[src/rtl/imem_uart_loader.sv]
// UART (8N1) program loader: packs four received bytes big-endian into one
// instruction word and writes it to instruction memory while holding the CPU.
module imem_uart_loader #(
    parameter int CLKS_PER_BIT = 5208,
    parameter int ADDR_W       = 7
) (
    input  logic              clock,
    input  logic              reset,
    input  logic              rx,
    input  logic              load_en,
    output logic              we,
    output logic [ADDR_W-1:0] addr,
    output logic [31:0]       data,
    output logic              cpu_hold,
    output logic [ADDR_W:0]   word_count,
    output logic              full,
    output logic              frame_err,
    output logic [1:0]        rx_state
);

    localparam int CNT_W = (CLKS_PER_BIT > 2) ? $clog2(CLKS_PER_BIT) : 1;
    localparam logic [CNT_W-1:0]  BIT_LAST   = CNT_W'(CLKS_PER_BIT - 1);
    localparam logic [CNT_W-1:0]  HALF_LAST  = CNT_W'(CLKS_PER_BIT / 2 - 1);
    localparam logic [CNT_W-1:0]  CNT_ONE    = {{(CNT_W-1){1'b0}}, 1'b1};
    localparam logic [ADDR_W:0]   FULL_COUNT = {1'b1, {ADDR_W{1'b0}}};
    localparam logic [ADDR_W:0]   WC_ONE     = {{ADDR_W{1'b0}}, 1'b1};
    localparam logic [ADDR_W-1:0] ADDR_ONE   = {{(ADDR_W-1){1'b0}}, 1'b1};

    typedef enum logic [1:0] {S_IDLE, S_START, S_DATA, S_STOP} rx_state_t;

    rx_state_t         r_state;
    rx_state_t         w_next;
    logic              r_rx_meta;
    logic              r_rx_sync;
    logic [CNT_W-1:0]  r_cnt;
    logic [2:0]        r_bit_idx;
    logic [7:0]        r_shift;
    logic              r_wait_high;
    logic              w_byte_done;
    logic              w_stop_bad;
    logic              w_cnt_wrap;

    logic              r_load_q;
    logic              r_we;
    logic [ADDR_W-1:0] r_waddr;
    logic [ADDR_W-1:0] r_addr;
    logic [31:0]       r_data;
    logic [23:0]       r_word;
    logic [1:0]        r_byte_idx;
    logic [ADDR_W:0]   r_word_count;
    logic              r_full;
    logic              r_frame_err;
    logic              w_rise;
    logic              w_fall;
    logic              w_accept;
    logic [1:0]        w_idx;
    logic [ADDR_W:0]   w_wc;

    // Two-flop synchronizer, preset high so reset looks like an idle line.
    always_ff @(posedge clock or negedge reset) begin
        if (!reset) begin
            r_rx_meta <= 1'b1;
            r_rx_sync <= 1'b1;
        end else begin
            r_rx_meta <= rx;
            r_rx_sync <= r_rx_meta;
        end
    end

    always_ff @(posedge clock or negedge reset) begin
        if (!reset) r_state <= S_IDLE;
        else        r_state <= w_next;
    end

    always_comb begin
        w_next      = r_state;
        w_byte_done = 1'b0;
        w_stop_bad  = 1'b0;
        case (r_state)
            S_IDLE:  if (!r_rx_sync && !r_wait_high) w_next = S_START;
            S_START: if (r_cnt == HALF_LAST) w_next = r_rx_sync ? S_IDLE : S_DATA;
            S_DATA:  if (r_cnt == BIT_LAST && r_bit_idx == 3'd7) w_next = S_STOP;
            S_STOP: begin
                if (r_cnt == BIT_LAST) begin
                    w_next      = S_IDLE;
                    w_byte_done = r_rx_sync;
                    w_stop_bad  = !r_rx_sync;
                end
            end
            default: w_next = S_IDLE;
        endcase
    end

    assign w_cnt_wrap = (r_state == S_START) ? (r_cnt == HALF_LAST) : (r_cnt == BIT_LAST);

    always_ff @(posedge clock or negedge reset) begin
        if (!reset) begin
            r_cnt       <= '0;
            r_bit_idx   <= 3'd0;
            r_shift     <= 8'd0;
            r_wait_high <= 1'b0;
        end else begin
            if (r_state == S_IDLE || w_cnt_wrap) r_cnt <= '0;
            else                                 r_cnt <= r_cnt + CNT_ONE;
            if (r_state == S_IDLE) begin
                r_bit_idx <= 3'd0;
            end else if (r_state == S_DATA && r_cnt == BIT_LAST) begin
                r_shift   <= {r_rx_sync, r_shift[7:1]};
                r_bit_idx <= r_bit_idx + 3'd1;
            end
            // After a bad stop bit the line must return high before a new start.
            if (w_stop_bad)                          r_wait_high <= 1'b1;
            else if (r_state == S_IDLE && r_rx_sync) r_wait_high <= 1'b0;
        end
    end

    assign w_rise   = load_en && !r_load_q;
    assign w_fall   = !load_en && r_load_q;
    assign w_accept = w_byte_done && load_en;
    assign w_idx    = w_rise ? 2'd0 : r_byte_idx;
    assign w_wc     = w_rise ? '0 : r_word_count;

    always_ff @(posedge clock or negedge reset) begin
        if (!reset) begin
            r_load_q     <= 1'b0;
            r_we         <= 1'b0;
            r_waddr      <= '0;
            r_addr       <= '0;
            r_data       <= 32'd0;
            r_word       <= 24'd0;
            r_byte_idx   <= 2'd0;
            r_word_count <= '0;
            r_full       <= 1'b0;
            r_frame_err  <= 1'b0;
        end else begin
            r_load_q <= load_en;
            r_we     <= 1'b0;
            if (r_we && !w_rise) begin
                r_waddr      <= r_waddr + ADDR_ONE;
                r_word_count <= r_word_count + WC_ONE;
            end
            if (w_rise) begin
                r_waddr      <= '0;
                r_word_count <= '0;
                r_byte_idx   <= 2'd0;
                r_full       <= 1'b0;
                r_frame_err  <= 1'b0;
            end
            if (w_fall) r_byte_idx <= 2'd0;
            if (w_stop_bad) r_frame_err <= 1'b1;
            // Earlier bytes shift up; the fourth byte lands in data[7:0].
            if (w_accept) begin
                r_word     <= {r_word[15:0], r_shift};
                r_byte_idx <= w_idx + 2'd1;
                if (w_idx == 2'd3) begin
                    if (w_wc == FULL_COUNT) begin
                        r_full <= 1'b1;
                    end else begin
                        r_we   <= 1'b1;
                        r_addr <= r_waddr;
                        r_data <= {r_word, r_shift};
                    end
                end
            end
        end
    end

    assign we         = r_we;
    assign addr       = r_addr;
    assign data       = r_data;
    assign cpu_hold   = r_load_q;
    assign word_count = r_word_count;
    assign full       = r_full;
    assign frame_err  = r_frame_err;
    assign rx_state   = r_state;

endmodule

[config.mk]
export PLATFORM = sky130hd
export DESIGN_NAME = imem_uart_loader
export DESIGN_NICKNAME = d
export VERILOG_FILES = /design/src/rtl/imem_uart_loader.sv
export SDC_FILE = /design/constraint.sdc
export NUM_CORES = 1
export LEC_CHECK = 0
export CAP_MARGIN = 5
export CORE_MARGIN = 4
export CORE_UTILIZATION = 52
export CTS_BUF_LIST = sky130_fd_sc_hd__clkbuf_4 sky130_fd_sc_hd__clkbuf_8
export CTS_CLUSTER_DIAMETER = 120
export DETAILED_ROUTE_END_ITERATION = 8
export PLACE_DENSITY = 0.84
export SLEW_MARGIN = 20
export SYNTH_ARGS = -nofsm -noshare
export SYNTH_HDL_FRONTEND = slang
export SYNTH_SLANG_ARGS = --single-unit
[constraint.sdc]
create_clock -name clock -period 1.93 [get_ports clock]
set_input_delay 0.386 -clock clock [delete_from_list [all_inputs] [get_ports clock]]
set_output_delay 0.386 -clock clock [all_outputs]
set_load 0.03 [all_outputs]
==> metrics, run 1 <==
Clock Tree Root=clkbuf_8; startpoint types=register; Syn Std Cell Area=4730 µm²; Largest delay share family, worst path=buffers and inverters; sw frac=22.8%; post-route ant nets=0; Avg Cell Area, Syn=11.8 µm²; Critical Path AT=1500 ps; Total GRT Usage=20.8%; power per cell area=783 nW/µm²; DP Cell Count=582; Reg power frac=49.4%; final hold violation count=0; total clock sinks=113; Area Overhead vs Synth=29.8%; WL per Instance=16.7 µm; Max Clock Freq=530 MHz; Slew Limit Fails=0; Starting DRT DRC Count=150; RSZ-0062 raised after global routing=true; Setup Buffers After CTS=0; CTS Buffer Depth=2; Clk pin slew, worst setup/hold paths=70 ps; period utilization=97.7%; Critical-path top delay cell=clkdlybuf4s50_1; Netlist cell types=36; Antenna Cells=0; vias per cell=5.42; routability cong.=0.927; commonest cells after routing, fill and taps aside=dfrtp_1, nand2_1, clkdlybuf4s50_1, mux2_2, nor2_1; Hold Startpoint=r_rx_meta; share of cells above drive strength 1=24.2%; CP required=1540 ps; Tightest Pin Transition=463 ps; final cell count without fillers=616; Clock Power Share=48.8%; sw power=0.00109 W; I/O pins=57; num rows=34; largest net degree at the start of global routing=50; Initial Util=54.0%; Synth Flop Type=dfrtp_1; crit path kind=register to output port; crit-path max cell delay=680 ps; Worst Path Max Fanout=2; hpwl dp=6.81 mm; PortBufs=56; Internal Power=0.00371 W; vias in the first global route=3,473; number of filler cells placed in the layout=613; VDD IR max=0.394 mV; initial antenna violation count=0; final wirelength=10.3 mm; sequential area share after synthesis=59.9%; CP Capture Type=output port; total core area=8760 µm²; die area=10,700 µm²; met2 wire length=5.28 mm; CTS tree=yes; clock skew=15.2 ps; Rel. slew slack=68.7%; Syn Inst Count=401; critical path, cell by cell=clkdlybuf4s50_1; Die H=103 µm; CTS buffer count=17; Yosys reg bits=113; commonest non-fill, non-tap cell in the layout=dfrtp_1; Clk Latency, worst-skew pair=430 ps; Max Used Layer=met4; worst hold path class=register to register; asr flop ratio synth=100%; Die W=103 µm; Post-synth EDFFs=0; Buf/Inv on CP=1; Tmin final=1890 ps; status=completed; Max-cap violations=0; Final setup viols=0; metal1 wirelength=4.34 mm; Reg2Reg Launch Point=r_cnt[1]; DR vias=3,336; DR WL met3=478 µm; combinational power share=1.8%; # H-tree levels=4; Nets=505; yosys synthesis warning count=0; Syn Nets=411; first-pass GRT wire length=16.9 mm; drt pass-1 iters=4; # DRC=0; GRT overflow=0; CP Launch Point=data[8]; TNS Setup=0 ps; Lkg Pwr=3.19 nW
==> repair_timing <==
| item | in CTS | in global routing |
|---|---|---|
| hold endpoints to repair | 25 | 0 |
| pin swaps | 0 | 2 |
| hold buffers | 1 | 0 |
| setup endpoints to repair | 11 | 32 |
| cloned | 0 | 1 |
| gates resized for setup | 11 | 7 |
==> state kept, by name (all words and copies together), names as in the netlist, 2 cells and up, named ones only <==
register and count:
addr 7, r_shift 8, r_word 24, word_count 8, data 32, r_byte_idx 2
r_bit_idx 3, r_cnt 13, r_waddr 7
==> cell families (layout without fill, tap and decap cells) <==
logic type,after synthesis,count (layout),synth area share [%]
DFF,113,113,59.9
muxes,53,53,13.3
buffers and inverters,17,124,1.77
AOI/OAI and AO/OA,20,20,2.28
adders and majority gates,6,6,1.59
xor gates and xnor gates,20,20,3.70
and+or+nand+nor,172,172,17.5
==> worst paths after layout <==
path,end,slack [ps],cells after the start
setup / recovery,data[8],40,1
hold / removal,r_rx_sync,360,0
setup reg to reg,r_shift[3],40,7
hold reg to reg,r_rx_sync,360,0
max in group asynchronous,r_word[16],900,3
min in group asynchronous,word_count[5],440,2
==> synth_stat cells (4+ instances only) <==
cell | instances | area (µm²)
dfrtp_1 | 111 | 2780
xor2_1 | 17 | 149
ha_1 | 6 | 75.1
nor2_1 | 26 | 97.6
nor2b_1 | 4 | 25.0
a21oi_1 | 5 | 25.0
buf_2 | 4 | 20.0
mux2i_1 | 6 | 60.1
clkbuf_1 | 8 | 30.0
mux2_2 | 37 | 417
nand3_1 | 9 | 45.0
and2_1 | 4 | 25.0
and3_1 | 5 | 31.3
mux2_4 | 10 | 150
nand4_1 | 12 | 75.1
or3_1 | 4 | 25.0
nand2_1 | 90 | 338
o21ai_0 | 11 | 55.1
==> area by class of cell <==
type	count	area, µm²	area share [%]
Clock buffer	18	241	3.94
Clock inverter	14	179	2.92
Inverter	3	11.3	0.184
Multi-Input combinational cell	271	1840	30.0
Sequential cell	113	2830	46.1
Tap cell	108	135	2.20
Timing Repair Buffer	89	896	14.6
==> through the flow <==
| step | power [W] | hold WS (ps) | instance area [µm²] | worst slack, ps | util [%] |
|---|---|---|---|---|---|
| 6_report | 0.00480 | 358 | 6140 | 43.6 | 70.0 |
| 2_1_floorplan | 0.00243 | 90.4 | 4730 | 1.63 | - |
| 3_5_place_dp | 0.00251 | 347 | 5660 | -294 | 64.6 |
| 5_1_grt | 0.00497 | 332 | 6140 | -2.89 | 70.0 |
| 3_3_place_gp | 0.00250 | 343 | 5660 | -231 | 64.6 |
| 4_1_cts | 0.00483 | 343 | 6070 | 16.8 | 69.3 |
==> power groups by stage <==
| stage | Clock (W) | Sequential (W) | Combinational, W |
|---|---|---|---|
| after detailed placement | 0 | 0.00242 | 0.0000879 |
| after CTS | 0.00237 | 0.00237 | 0.0000894 |
| after global routing | 0.00250 | 0.00237 | 0.0000985 |
| after global placement | 0 | 0.00242 | 0.0000848 |
| final | 0.00234 | 0.00237 | 0.0000849 |
| after floorplan | 0 | 0.00242 | 0.00000804 |
==> metal layers <==
| metal | vias up | track usage (%) |
|---|---|---|
| li1 | 1569 | - |
| met1 | 1672 | 25.8 |
| met2 | 80 | 34.7 |
| met3 | 15 | 5.57 |
| met4 | 0 | 8.67 |
| met5 | - | 0 |
(Power assumes the default switching activity.)
==> run 2, diff against run 1 <==
Settings changed: CORE_ASPECT_RATIO set to 2, CORE_UTILIZATION 52 to 40, PLACE_DENSITY 0.84 to 0.69.
==> metrics, run 2 (same netlist as run 1, synthesis figures left out) <==
critical path, cell by cell=ha_2 -> and4bb_1 -> buf_6 -> nand4_1 -> nor3_2 -> buf_6 -> mux2_2; largest net degree at the start of global routing=41; Rel. slew slack=63.8%; Multi-input gate area=1850 µm²; final wirelength=9.76 mm; Internal Power=0.00365 W; Tmin final=1870 ps; crit path kind=register to register; area taken by flip-flops and latches=2830 µm²; Die W=84.9 µm; Clk pin slew, worst setup/hold paths=70 ps; DP Cell Count=620; sw frac=21.5%; hpwl dp=6.98 mm; PortBufs=56; Die H=162 µm; die area=13,700 µm²; commonest non-fill, non-tap cell in the layout=dfrtp_1; Clock Tree Root=clkbuf_8; Clk Latency, worst-skew pair=430 ps; num rows=55; Clock Power Share=47.1%; status=completed; Post-DP Area=5730 µm²; Slew Limit Fails=0; share of cells above drive strength 1=25.0%; total clock sinks=113; sw power=0.00100 W; Initial Util=41.4%; vias in the first global route=3,490; drt pass-1 iters=4; DR vias=3,259; Lkg Pwr=3.37 nW; period utilization=97.0%; Starting DRT DRC Count=119; VDD IR max=0.490 mV; Tightest Pin Transition=543 ps; commonest cells after routing, fill and taps aside=dfrtp_1, nand2_1, mux2_2, clkdlybuf4s50_1, buf_4; vias per cell=4.98; worst hold path class=primary input to register; post-route ant nets=0; routability cong.=0.828; Max-cap violations=0; crit-path max cell delay=370 ps; WL per Instance=14.9 µm; Reg power frac=51.1%; GRT overflow=0; CP required=2250 ps; total power draw=0.00465 W; Worst Path Max Fanout=8; first-pass GRT wire length=16.9 mm; Critical Path AT=2190 ps; TNS Setup=0 ps; startpoint types=register; power per cell area=749 nW/µm²; CP Capture Type=register; # H-tree levels=4; Critical-path top delay cell=dfrtp_1; RSZ-0062 raised after global routing=true; Total GRT Usage=15.7%; CTS tree=yes; I/O pins=57; Area Overhead vs Synth=31.4%; Antenna Cells=0; total core area=11,400 µm²; Max Clock Freq=534 MHz; CTS Buffer Depth=2; final hold violation count=0; initial antenna violation count=0; final cell count without fillers=655; number of filler cells placed in the layout=1,015; combinational power share=1.8%; Final setup viols=0; # DRC=0; Worst path most repeated cell=buf_6; clock skew=13.3 ps; CTS buffer count=17; fin area=6210 µm²; Nets=510; max reg flops=32
run 2: changes by cell type in the layout (fill, tap and decap cells not counted), moves of 2 or more:
cell             delta
clkbuf_8            +2
clkinvlp_4          +2
clkdlybuf4s50_1    -10
clkbuf_4            +2
clkinv_2            +2
dlymetal6s2s_1     +11
clkinv_4            -3
inv_6               -4
buf_4               +5
run 2: final timing paths:
check	depth (start not counted)	slack [ps]	from	to
max in group asynchronous	3	810	reset	r_rx_meta
min	1	360	rx	r_rx_meta
min in group asynchronous	2	480	reset	data[17]
max reg2reg	7	60	r_cnt[1]	r_shift[2]
min reg2reg	0	360	r_rx_meta	r_rx_sync
max	7	60	r_cnt[1]	r_shift[2]
run 2: worst max-delay path: cells and delay by family, from the launching register on:
kind | cells | cell delay (ps)
fa+ha+maj | 1 | 200
buf+inv | 2 | 290
flops | 1 | 370
mux | 1 | 330
simple gates | 3 | 570
run 2: cell type report:
class | instances | area share [%]
Clock inverter | 10 | 1.81
Tap cell | 142 | 2.86
Inverter | 3 | 0.181
Sequential cell | 113 | 45.6
Multi-Input combinational cell | 271 | 29.7
Clock buffer | 22 | 4.57
Timing Repair Buffer | 94 | 15.3
run 2: repair_timing:
item	4_1_cts	5_1_grt
buffers inserted	0	2
pin swaps	0	2
gates resized for setup	12	18
hold endpoints to repair	36	0
hold buffers	1	0
setup endpoints to repair	51	60
run 2: power by group through the flow:
| stage | logic [W] | registers, W | clock network (W) |
|---|---|---|---|
| floorplan | 0.00000804 | 0.00242 | 0 |
| global placement | 0.0000866 | 0.00242 | 0 |
| detailed placement | 0.0000887 | 0.00242 | 0 |
| CTS | 0.0000897 | 0.00238 | 0.00225 |
| global route | 0.0000984 | 0.00238 | 0.00237 |
| finish | 0.0000850 | 0.00238 | 0.00219 |
run 2: stage by stage:
stage	hold slack [ps]	utilization (%)	setup slack, ps
global route	329	54.4	-86.0
CTS	330	53.7	8.06
finish	357	54.4	58.7
detailed placement	351	50.2	-324
floorplan	90.4	-	1.63
global placement	346	50.2	-266
run 2: routing by layer:
metal | share of wire [%] | GRT usage [%] | vias up
li1 | - | - | 1573
met4 | 2.0 | 6.77 | 0
met2 | 55 | 27.3 | 58
met3 | 4.0 | 5.38 | 16
met1 | 39 | 17.1 | 1612
met5 | 0 | 0 | -
==> run 3, diff against run 2 <==
Settings changed: RECOVER_POWER set to 100.
==> metrics, run 3 (same netlist as run 1, synthesis figures left out) <==
WL per Instance=14.9 µm; CTS Buffer Depth=2; hold endpoint=r_rx_sync; clock skew=13.6 ps; Internal Power=0.00364 W; CTS tree=yes; critical path, cell by cell=ha_2 -> and4bb_1 -> buf_6 -> nand4_1 -> nor3_2 -> buf_6 -> mux2_2; CTS buffer count=17; total power draw=0.00464 W; RSZ-0062 raised after global routing=true; worst hold path class=register to register; Final setup viols=0; Tightest Pin Transition=938 ps; Antenna Cells=0; Starting DRT DRC Count=137; Tmin final=1880 ps; Nets=510; DP Cell Count=620; final wirelength=9.76 mm; final cell count without fillers=655; commonest cells after routing, fill and taps aside=dfrtp_1, nand2_1, mux2_2, clkdlybuf4s50_1, nor2_1; DR vias=3,279; final hold violation count=0; # DRC=0; worst reg2reg setup slack=50 ps; Worst R2R Path Depth=7; final hold slack=362 ps; hpwl dp=6.98 mm; die area=13,700 µm²; total core area=11,400 µm²; initial antenna violation count=0; status=completed; total clock sinks=113; sw frac=21.6%; Die H=162 µm; CP Capture Type=register; M1 GR Usage=17.1%; combinational power share=1.6%; share of cells above drive strength 1=24.6%; routability cong.=0.828; layer with the highest usage=met2; PortBufs=56; first-pass GRT wire length=16.9 mm; hold depth=0; Hold Startpoint=r_rx_meta; Max Clock Freq=532 MHz; crit-path max cell delay=380 ps; post-route ant nets=0; Place WS=-324 ps; vias per cell=5.01; Die W=84.9 µm; GRT overflow=0; sw power=0.00100 W; reg2reg end=r_shift[2]; I/O pins=57; met2 Use GR=27.3%; Worst path most repeated cell=buf_6; CP required=2250 ps; period utilization=97.5%; commonest non-fill, non-tap cell in the layout=dfrtp_1; Largest delay share family, worst path=simple AND/OR/NAND/NOR gates; Clk Latency, worst-skew pair=430 ps; VDD IR max=0.490 mV; Critical Path AT=2200 ps; Max-cap violations=0; Worst Path Max Fanout=8; startpoint types=register; Lkg Pwr=3.08 nW; power per cell area=767 nW/µm²; Total GRT Usage=15.7%; largest net degree at the start of global routing=41; drt pass-1 iters=4; Reg power frac=51.2%; Setup WS post-layout=49.1 ps; # H-tree levels=4; Critical-path top delay cell=dfrtp_1; Rel. slew slack=37.5%; Reg2Reg Launch Point=r_cnt[1]; routing usage on met3=5.38%; Initial Util=41.4%; Clock Power Share=47.2%; Area Overhead vs Synth=28.1%; Clock Tree Root=clkbuf_8; max reg flops=32; Clk pin slew, worst setup/hold paths=70 ps; crit path kind=register to register; num rows=55; vias in the first global route=3,490; Buf/Inv on CP=2; Slew Limit Fails=0
[run 3: worst max-delay path by stage]
stage                     startpoint    endpoint  depth (start not counted)
after floorplan             r_cnt[0]     addr[0]                          7
after global placement       load_en    data[24]                          7
after detailed placement     load_en    data[25]                          7
after CTS                   data[16]    data[16]                          1
after global routing        r_cnt[1]  r_shift[4]                          7
final                       r_cnt[1]  r_shift[2]                          7
[run 3: layout make-up]
type,instances,area (µm²)
timing repair buffer,94,792
tap,142,178
sequential,113,2830
clock inverter,10,113
inverter,3,11.3
fill,1033,5370
clock buffer,22,284
multi-input combinational,271,1850
[run 3: worst register-to-register path, cell delays in order (launching register included)]
cell and delay (ps):
dfrtp_1 380, ha_2 200, and4bb_1 260, buf_6 120, nand4_1 120, nor3_2 190, buf_6 170, mux2_2 340
[run 3: power by group through the flow]
stage                     Combinational (W)  Sequential, W  Clock (W)
final                             0.0000730        0.00238    0.00219
after global routing              0.0000864        0.00238    0.00237
after CTS                         0.0000897        0.00238    0.00225
after detailed placement          0.0000887        0.00242          0
after global placement            0.0000866        0.00242          0
after floorplan                  0.00000804        0.00242          0
[run 3: per-stage QoR]
stage | TNS (ps) | util [%] | cell area, µm²
global placement | -11980 | 50.2 | 5730
finish | 0 | 53.0 | 6060
global route | -2780 | 53.0 | 6060
floorplan | 0 | - | 4730
CTS | 0 | 53.7 | 6140
detailed placement | -14600 | 50.2 | 5730
[run 3: layer usage]
layer	vias to the layer above	wire length (µm)
li1	1577	-
met1	1624	3820
met2	62	5350
met3	16	392
met4	0	193
met5	-	0
[run 3: repair_timing]
action / in CTS / in global routing
pin swaps: 0 / 2
hold buffers: 1 / 0
setup buffers: 0 / 2
endpoints found under the hold margin: 36 / 0
setup endpoints to repair: 51 / 60
gates resized for setup: 12 / 18
gates cloned: 0 / 0
